==> src/rtl/icache_pkg.sv <==
`timescale 1ns/1ps
`default_nettype none
// ============================================================================
//  Module : icache_pkg
//  Brief  : Shared constants, state encoding and helpers for the I-cache.
//  Rev    : 1.0  initial release
// ============================================================================
package icache_pkg;

    localparam int LINE_W = 128;
    localparam int WORD_W = 32;
    localparam int BEATS  = 4;

    typedef enum logic [2:0] {
        ST_IDLE      = 3'd0,
        ST_LOOKUP    = 3'd1,
        ST_MISS_REQ  = 3'd2,
        ST_MISS_FILL = 3'd3,
        ST_RESPOND   = 3'd4
    } state_e;

    // Byte address of the 16-byte line holding pc.
    function automatic logic [31:0] line_addr(input logic [31:0] pc);
        return pc & 32'hFFFF_FFF0;
    endfunction

endpackage
`default_nettype wire

==> src/rtl/icache_line_store.sv <==
`timescale 1ns/1ps
`default_nettype none
// ============================================================================
//  Module : icache_line_store
//  Brief  : Direct-mapped tag/valid/data arrays, one comb read, one write port.
//  Rev    : 1.0  initial release
// ============================================================================
module icache_line_store
    import icache_pkg::*;
#(
    parameter int NUM_LINES = 16,
    parameter int IDX_W     = $clog2(NUM_LINES),
    parameter int TAG_W     = 28 - IDX_W
) (
    input  logic              clk,
    input  logic              rst,
    input  logic [IDX_W-1:0]  rd_idx,
    output logic              rd_valid,
    output logic [TAG_W-1:0]  rd_tag,
    output logic [LINE_W-1:0] rd_data,
    input  logic              wr_en,
    input  logic [IDX_W-1:0]  wr_idx,
    input  logic [TAG_W-1:0]  wr_tag,
    input  logic [LINE_W-1:0] wr_data
);

    logic [NUM_LINES-1:0] valid_q;
    logic [NUM_LINES-1:0] valid_d;
    logic [TAG_W-1:0]     tag_mem  [NUM_LINES];
    logic [LINE_W-1:0]    data_mem [NUM_LINES];

    always_comb begin
        valid_d = valid_q;
        if (wr_en) begin
            valid_d[wr_idx] = 1'b1;
        end
    end

    always_ff @(posedge clk or posedge rst) begin
        if (rst) begin
            valid_q <= '0;
        end else begin
            valid_q <= valid_d;
        end
    end

    // Tag and data contents are meaningless until their valid bit is set.
    always_ff @(posedge clk) begin
        if (wr_en) begin
            tag_mem[wr_idx]  <= wr_tag;
            data_mem[wr_idx] <= wr_data;
        end
    end

    assign rd_valid = valid_q[rd_idx];
    assign rd_tag   = tag_mem[rd_idx];
    assign rd_data  = data_mem[rd_idx];

endmodule
`default_nettype wire

==> src/rtl/icache_ctrl.sv <==
`timescale 1ns/1ps
`default_nettype none
// ============================================================================
//  Module : icache_ctrl
//  Brief  : Direct-mapped I-cache controller: lookup, 4-beat refill, respond.
//  Rev    : 1.0  initial release
// ============================================================================
module icache_ctrl
    import icache_pkg::*;
#(
    parameter int NUM_LINES = 16,
    parameter int CNT_W     = 16
) (
    input  logic              clk,
    input  logic              rst,
    input  logic [31:0]       ifq_pc_in,
    input  logic              ifq_rd_en,
    input  logic              ifq_abort,
    output logic [LINE_W-1:0] ifq_dout,
    output logic              ifq_dout_valid,
    output logic              mem_req,
    output logic [31:0]       mem_addr,
    input  logic              mem_gnt,
    input  logic [WORD_W-1:0] mem_rdata,
    input  logic              mem_rvalid,
    output logic [CNT_W-1:0]  stat_hit_cnt,
    output logic [CNT_W-1:0]  stat_miss_cnt
);

    localparam int IDX_W = $clog2(NUM_LINES);
    localparam int TAG_W = 28 - IDX_W;
    localparam logic [CNT_W-1:0] CNT_ONE = {{(CNT_W-1){1'b0}}, 1'b1};

    state_e                        state_q, state_d;
    logic [31:0]                   req_pc_q, req_pc_d;
    logic [BEATS-1:0][WORD_W-1:0]  fill_q, fill_d;
    logic [1:0]                    beat_q, beat_d;
    logic                          aborted_q, aborted_d;
    logic [LINE_W-1:0]             dout_q, dout_d;
    logic [CNT_W-1:0]              hit_cnt_q, hit_cnt_d;
    logic [CNT_W-1:0]              miss_cnt_q, miss_cnt_d;

    logic                          st_rd_valid;
    logic [TAG_W-1:0]              st_rd_tag;
    logic [LINE_W-1:0]             st_rd_data;
    logic                          st_wr_en;
    logic                          lookup_hit;

    assign lookup_hit = st_rd_valid && (st_rd_tag == req_pc_q[31:IDX_W+4]);

    icache_line_store #(
        .NUM_LINES (NUM_LINES)
    ) u_store (
        .clk      (clk),
        .rst      (rst),
        .rd_idx   (req_pc_q[IDX_W+3:4]),
        .rd_valid (st_rd_valid),
        .rd_tag   (st_rd_tag),
        .rd_data  (st_rd_data),
        .wr_en    (st_wr_en),
        .wr_idx   (req_pc_q[IDX_W+3:4]),
        .wr_tag   (req_pc_q[31:IDX_W+4]),
        .wr_data  (fill_d)
    );

    always_comb begin
        state_d    = state_q;
        req_pc_d   = req_pc_q;
        fill_d     = fill_q;
        beat_d     = beat_q;
        aborted_d  = aborted_q;
        dout_d     = dout_q;
        hit_cnt_d  = hit_cnt_q;
        miss_cnt_d = miss_cnt_q;
        st_wr_en   = 1'b0;

        case (state_q)
            ST_IDLE: begin
                if (ifq_rd_en && !ifq_abort) begin
                    req_pc_d = ifq_pc_in;
                    state_d  = ST_LOOKUP;
                end
            end
            ST_LOOKUP: begin
                if (ifq_abort) begin
                    state_d = ST_IDLE;
                end else if (lookup_hit) begin
                    hit_cnt_d = (hit_cnt_q == '1) ? hit_cnt_q : hit_cnt_q + CNT_ONE;
                    dout_d    = st_rd_data;
                    state_d   = ST_RESPOND;
                end else begin
                    miss_cnt_d = (miss_cnt_q == '1) ? miss_cnt_q : miss_cnt_q + CNT_ONE;
                    state_d    = ST_MISS_REQ;
                end
            end
            ST_MISS_REQ: begin
                if (ifq_abort) begin
                    state_d = ST_IDLE;
                end else if (mem_gnt) begin
                    beat_d    = 2'd0;
                    aborted_d = 1'b0;
                    state_d   = ST_MISS_FILL;
                end
            end
            ST_MISS_FILL: begin
                // The memory always delivers all beats once granted, so an
                // abort only suppresses the response; the line is still kept.
                if (ifq_abort) begin
                    aborted_d = 1'b1;
                end
                if (mem_rvalid) begin
                    fill_d[beat_q] = mem_rdata;
                    beat_d         = beat_q + 2'd1;
                    if (beat_q == 2'd3) begin
                        st_wr_en  = 1'b1;
                        dout_d    = fill_d;
                        aborted_d = 1'b0;
                        state_d   = (aborted_q || ifq_abort) ? ST_IDLE : ST_RESPOND;
                    end
                end
            end
            ST_RESPOND: begin
                state_d = ST_IDLE;
            end
            default: begin
                state_d = ST_IDLE;
            end
        endcase
    end

    always_ff @(posedge clk or posedge rst) begin
        if (rst) begin
            state_q    <= ST_IDLE;
            req_pc_q   <= '0;
            fill_q     <= '0;
            beat_q     <= '0;
            aborted_q  <= 1'b0;
            dout_q     <= '0;
            hit_cnt_q  <= '0;
            miss_cnt_q <= '0;
        end else begin
            state_q    <= state_d;
            req_pc_q   <= req_pc_d;
            fill_q     <= fill_d;
            beat_q     <= beat_d;
            aborted_q  <= aborted_d;
            dout_q     <= dout_d;
            hit_cnt_q  <= hit_cnt_d;
            miss_cnt_q <= miss_cnt_d;
        end
    end

    // A late redirect still kills the strobe in the respond cycle itself.
    assign ifq_dout_valid = (state_q == ST_RESPOND) && !ifq_abort;
    assign ifq_dout       = dout_q;
    assign mem_req        = (state_q == ST_MISS_REQ);
    assign mem_addr       = mem_req ? line_addr(req_pc_q) : 32'h0;
    assign stat_hit_cnt   = hit_cnt_q;
    assign stat_miss_cnt  = miss_cnt_q;

endmodule
`default_nettype wire
==> config.mk <==
export PLATFORM = sky130hd
export DESIGN_NAME = icache_ctrl
export DESIGN_NICKNAME = d
export VERILOG_FILES = /design/src/rtl/icache_pkg.sv /design/src/rtl/icache_line_store.sv /design/src/rtl/icache_ctrl.sv
export SDC_FILE = /design/constraint.sdc
export NUM_CORES = 2
export LEC_CHECK = 0
export CORE_MARGIN = 3
export CORE_UTILIZATION = 40
export CTS_CLUSTER_DIAMETER = 200
export DETAILED_ROUTE_END_ITERATION = 16
export DONT_BUFFER_PORTS = 1
export GPL_TIMING_DRIVEN = 0
export PLACE_DENSITY_LB_ADDON = 0.05
export SLEW_MARGIN = 30
export SYNTH_ARGS = -nofsm -noshare
export SYNTH_HDL_FRONTEND = slang
export SYNTH_SLANG_ARGS = --single-unit
==> constraint.sdc <==
create_clock -name clk -period 15.17 [get_ports clk]
set_input_delay 1.517 -clock clk [delete_from_list [all_inputs] [get_ports clk]]
set_output_delay 1.517 -clock clk [all_outputs]
set_load 0.005 [all_outputs]
==> results by group <==
Power and ir drop
  • Pleak: approximately 43 nW
  • Peak supply drop: about 0.14 mV
  • Power per cell area: about 180 mW/mm2

Cells and area
  • Finished Cell Area: 0.129 mm2
  • Core Util, Final: 48.1%
  • Post-layout nets: between 5,000 and 6,000
  • Share of cells above drive strength 1: around a third
  • FILL cells: around 22,000
  • Sequential Area: between 0.08 and 0.09 mm2
  • Multi-input gate area: around 0.025 mm2
  • Non-Filler Instances: 9,523
  • Area delta synth->final: 19.5%

Die
  • Core Footprint: between 0.2 and 0.3 mm2
  • IO Pins: roughly 260
  • Initial Util: between 40% and 50%
  • FP Rows: 190
  • Die Width: around 530 um
  • Die H: around 530 um
  • Die ar.: approximately 0.28 mm2

Clocking
  • Post-cts resize count: 0
  • Postcts setup bufs: 0
  • Clock buffer count from CTS: 311
  • CTS Buffer Depth: 4
  • Post-CTS Hold Fix Bufs: 0
  • Clk sinks: 2,770
  • Clock Pin Slew Worst Setup and Hold Paths: about 0.050 ns
  • CTS tree: done
  • CTS HTree Levels: 5
  • Clk_lat worst skew: between 0.8 and 0.9 ns
  • CTS root buffer: clkbuf_16

Place
  • GPL Wtd Cong: approximately 0.77
  • DP Cell Count: between 8,000 and 9,000
  • IO buf count: 0
  • HPWL after DPL: about 230,000 um
  • Placed cell area: 0.119 mm2

STA
  • Worst-margin pin slew: 1.06 ns
  • RSZ-0062 raised after global routing: no
  • Fmax: approximately 160 MHz
  • Fin Setup TNS: 0 ns
  • Worst slew margin: around 29%
  • Setup Skew: just under 0.05 ns
  • Tcrit/Tclk final: 40.0%
  • Hold Fails Final Rpt: 0
  • Final setup violating endpoints: 0
  • Final Max Tran Viols: 0
  • Fin crit period: 6.07 ns

Critical path
  • End point of the critical path: mem_addr[4]
  • CP arrival: about 4.6 ns
  • Req. time, crit path: approximately 14 ns
  • Element type at the critical path start: flop
  • R2r startpoint: req_pc_q[5]$_DFFE_PP0P_
  • Critical Setup Path Class: flop to primary output
  • Worst Path Max Fanout: 11
  • CP startpoint: req_pc_q[4]$_DFFE_PP0P_
  • R2R depth: 14
  • R2R Path End: u_store.data_mem[10][36]$_DFFE_PP_
  • Worst setup EP type: primary output
  • R2R setup slack: approximately 9.1 ns

Global routing
  • First-pass GRT wire length: between 400,000 and 500,000 um
  • GRT Total Usage: between 20 and 25%
  • Number of global-route vias before repair: 56,000
  • Largest net degree at the start of global routing: 72
  • Initial antenna violation count: between 40 and 50
  • Total grt overflow: 0

Run status
  • Run status: complete, no violations

Detailed routing
  • Via count: ~55,000
  • DRC errors left: 0
  • DRT Wirelength: between 300,000 and 400,000 um
  • First-pass DRT Iterations: 6
  • Antenna Violating Nets Remaining: 0
  • Via density per instance: 5.78
  • Initial drt markers: slightly below 6,000
  • Wire per inst: ~36 um

Logic synthesis
  • Mapped Cells: between 5,000 and 6,000
  • Flops & latches, synth: 2,770
  • Ys async rst share: around an eighth
  • EDFF count, synth: between 2,000 and 2,500
  • Yosys Warn Count: 0
  • Post-synth cell types: 68
  • Synthesized area per cell: ~22 um2
  • Netlist Area Pre-Place: between 0.1 and 0.15 mm2
  • Synth Flop Type: edfxtp_1
  • Post-synthesis sequential area ratio: roughly 75%

Min path
  • Worst min path class: flop to flop

Run
  • Maxcap violations: 0
cell usage after synthesis (28+ instances only):
cell / count / share of area [%]
dfrtp_1: 338 / 7.8
buf_2: 62 / 0.29
clkbuf_1: 155 / 0.54
mux2i_1: 212 / 2.0
xnor2_1: 32 / 0.26
nand2_1: 264 / 0.92
nand3_1: 28 / 0.13
nor3_1: 31 / 0.14
mux4_2: 698 / 15
edfxtp_1: 2432 / 68
o21ai_0: 136 / 0.63
mux2_1: 121 / 1.3
mux2_2: 156 / 1.6
power by group:
group          switching (mW)  internal (mW)  total, mW
clock network            3.01           4.25       7.26
registers               0.418           9.24       9.65
logic                    3.90           2.52       6.42
total                    7.32           16.0       23.3
critical path, stage by stage (launching register included):
cell and delay, ns:
dfrtp_1 0.34, buf_6 0.13, buf_6 0.20, buf_2 0.39, buf_4 0.33, buf_2 0.56
clkbuf_2 0.63, clkbuf_1 0.78, and2_1 0.27
registers in the layout, summed over array words and instances (netlist names):
signal and count:
aborted_q 1, ifq_dout 128, fill_q 128, u_store.tag_mem 384, u_store.valid_q 16, u_store.data_mem 2048, beat_q 2, state_q 3
req_pc_q 28, stat_miss_cnt 16, stat_hit_cnt 16
placed cells by master, fill, tap and decap left out, types with 121 or more instances in the layout:
master,count
mux2_1,121
nand2_1,264
clkbuf_1,171
mux2i_1,212
buf_4,145
mux2_2,156
edfxtp_1,2432
o21ai_0,125
buf_16,184
dfrtp_1,338
clkbuf_16,319
mux4_2,698
cell type report:
cell class | instances | share of cell area [%]
diodes | 43 | 0.0834
clock inverters | 119 | 0.750
repair buffers | 346 | 5.00
inverters | 20 | 0.0640
clock buffers | 442 | 6.83
well taps | 3552 | 3.44
flip-flops and latches | 2770 | 63.1
multi-input cells | 1952 | 19.6
plain buffers | 279 | 1.13
logic make-up (layout without fill, tap and decap cells):
logic type      count (synthesis)  after routing  share of synthesized area (%)
fa+ha+maj                       6              6                         0.0695
buf+inv                       299           1206                           1.33
mux                          1187           1187                           19.4
other cells                     1             47                        0.00347
simple gates                  461            461                           1.99
xor+xnor                       51             51                          0.413
flops                        2770           2770                           75.4
compound gates                243            243                           1.39
how the worst min path moves through the flow:
stage / slack [ns] / start / to / cells after the start
2_1_floorplan: 0.43 / u_store.valid_q[13]$_DFFE_PP0P_ / u_store.valid_q[13]$_DFFE_PP0P_ / 1
3_3_place_gp: 0.45 / u_store.valid_q[9]$_DFFE_PP0P_ / u_store.valid_q[9]$_DFFE_PP0P_ / 1
6_report: 0.46 / u_store.valid_q[13]$_DFFE_PP0P_ / u_store.valid_q[13]$_DFFE_PP0P_ / 1
5_1_grt: 0.48 / u_store.valid_q[11]$_DFFE_PP0P_ / u_store.valid_q[11]$_DFFE_PP0P_ / 1
3_5_place_dp: 0.45 / u_store.valid_q[13]$_DFFE_PP0P_ / u_store.valid_q[13]$_DFFE_PP0P_ / 1
4_1_cts: 0.46 / u_store.valid_q[13]$_DFFE_PP0P_ / u_store.valid_q[13]$_DFFE_PP0P_ / 1
metrics by stage:
step | power (mW) | hold WS, ns | worst slack, ns
4_1_cts | 23.6 | 0.463 | 9.01
3_5_place_dp | 16.4 | 0.449 | 9.15
6_report | 23.3 | 0.461 | 9.10
2_1_floorplan | 13.6 | 0.434 | 1.45
3_3_place_gp | 16.2 | 0.446 | -20.99
5_1_grt | 24.3 | 0.481 | 8.94
metal layers:
| layer | share of wire [%] | global-route usage [%] | wire, um | vias to the layer above |
|---|---|---|---|---|
| met2 | 47 | 37.9 | 159000 | 2232 |
| met4 | 3.2 | 7.78 | 10800 | 22 |
| li1 | - | - | - | 22200 |
| met1 | 42 | 34.2 | 142000 | 30100 |
| met3 | 7.9 | 5.67 | 26700 | 475 |
| met5 | 0.048 | 0 | 161 | - |
(Power assumes the default switching activity.)
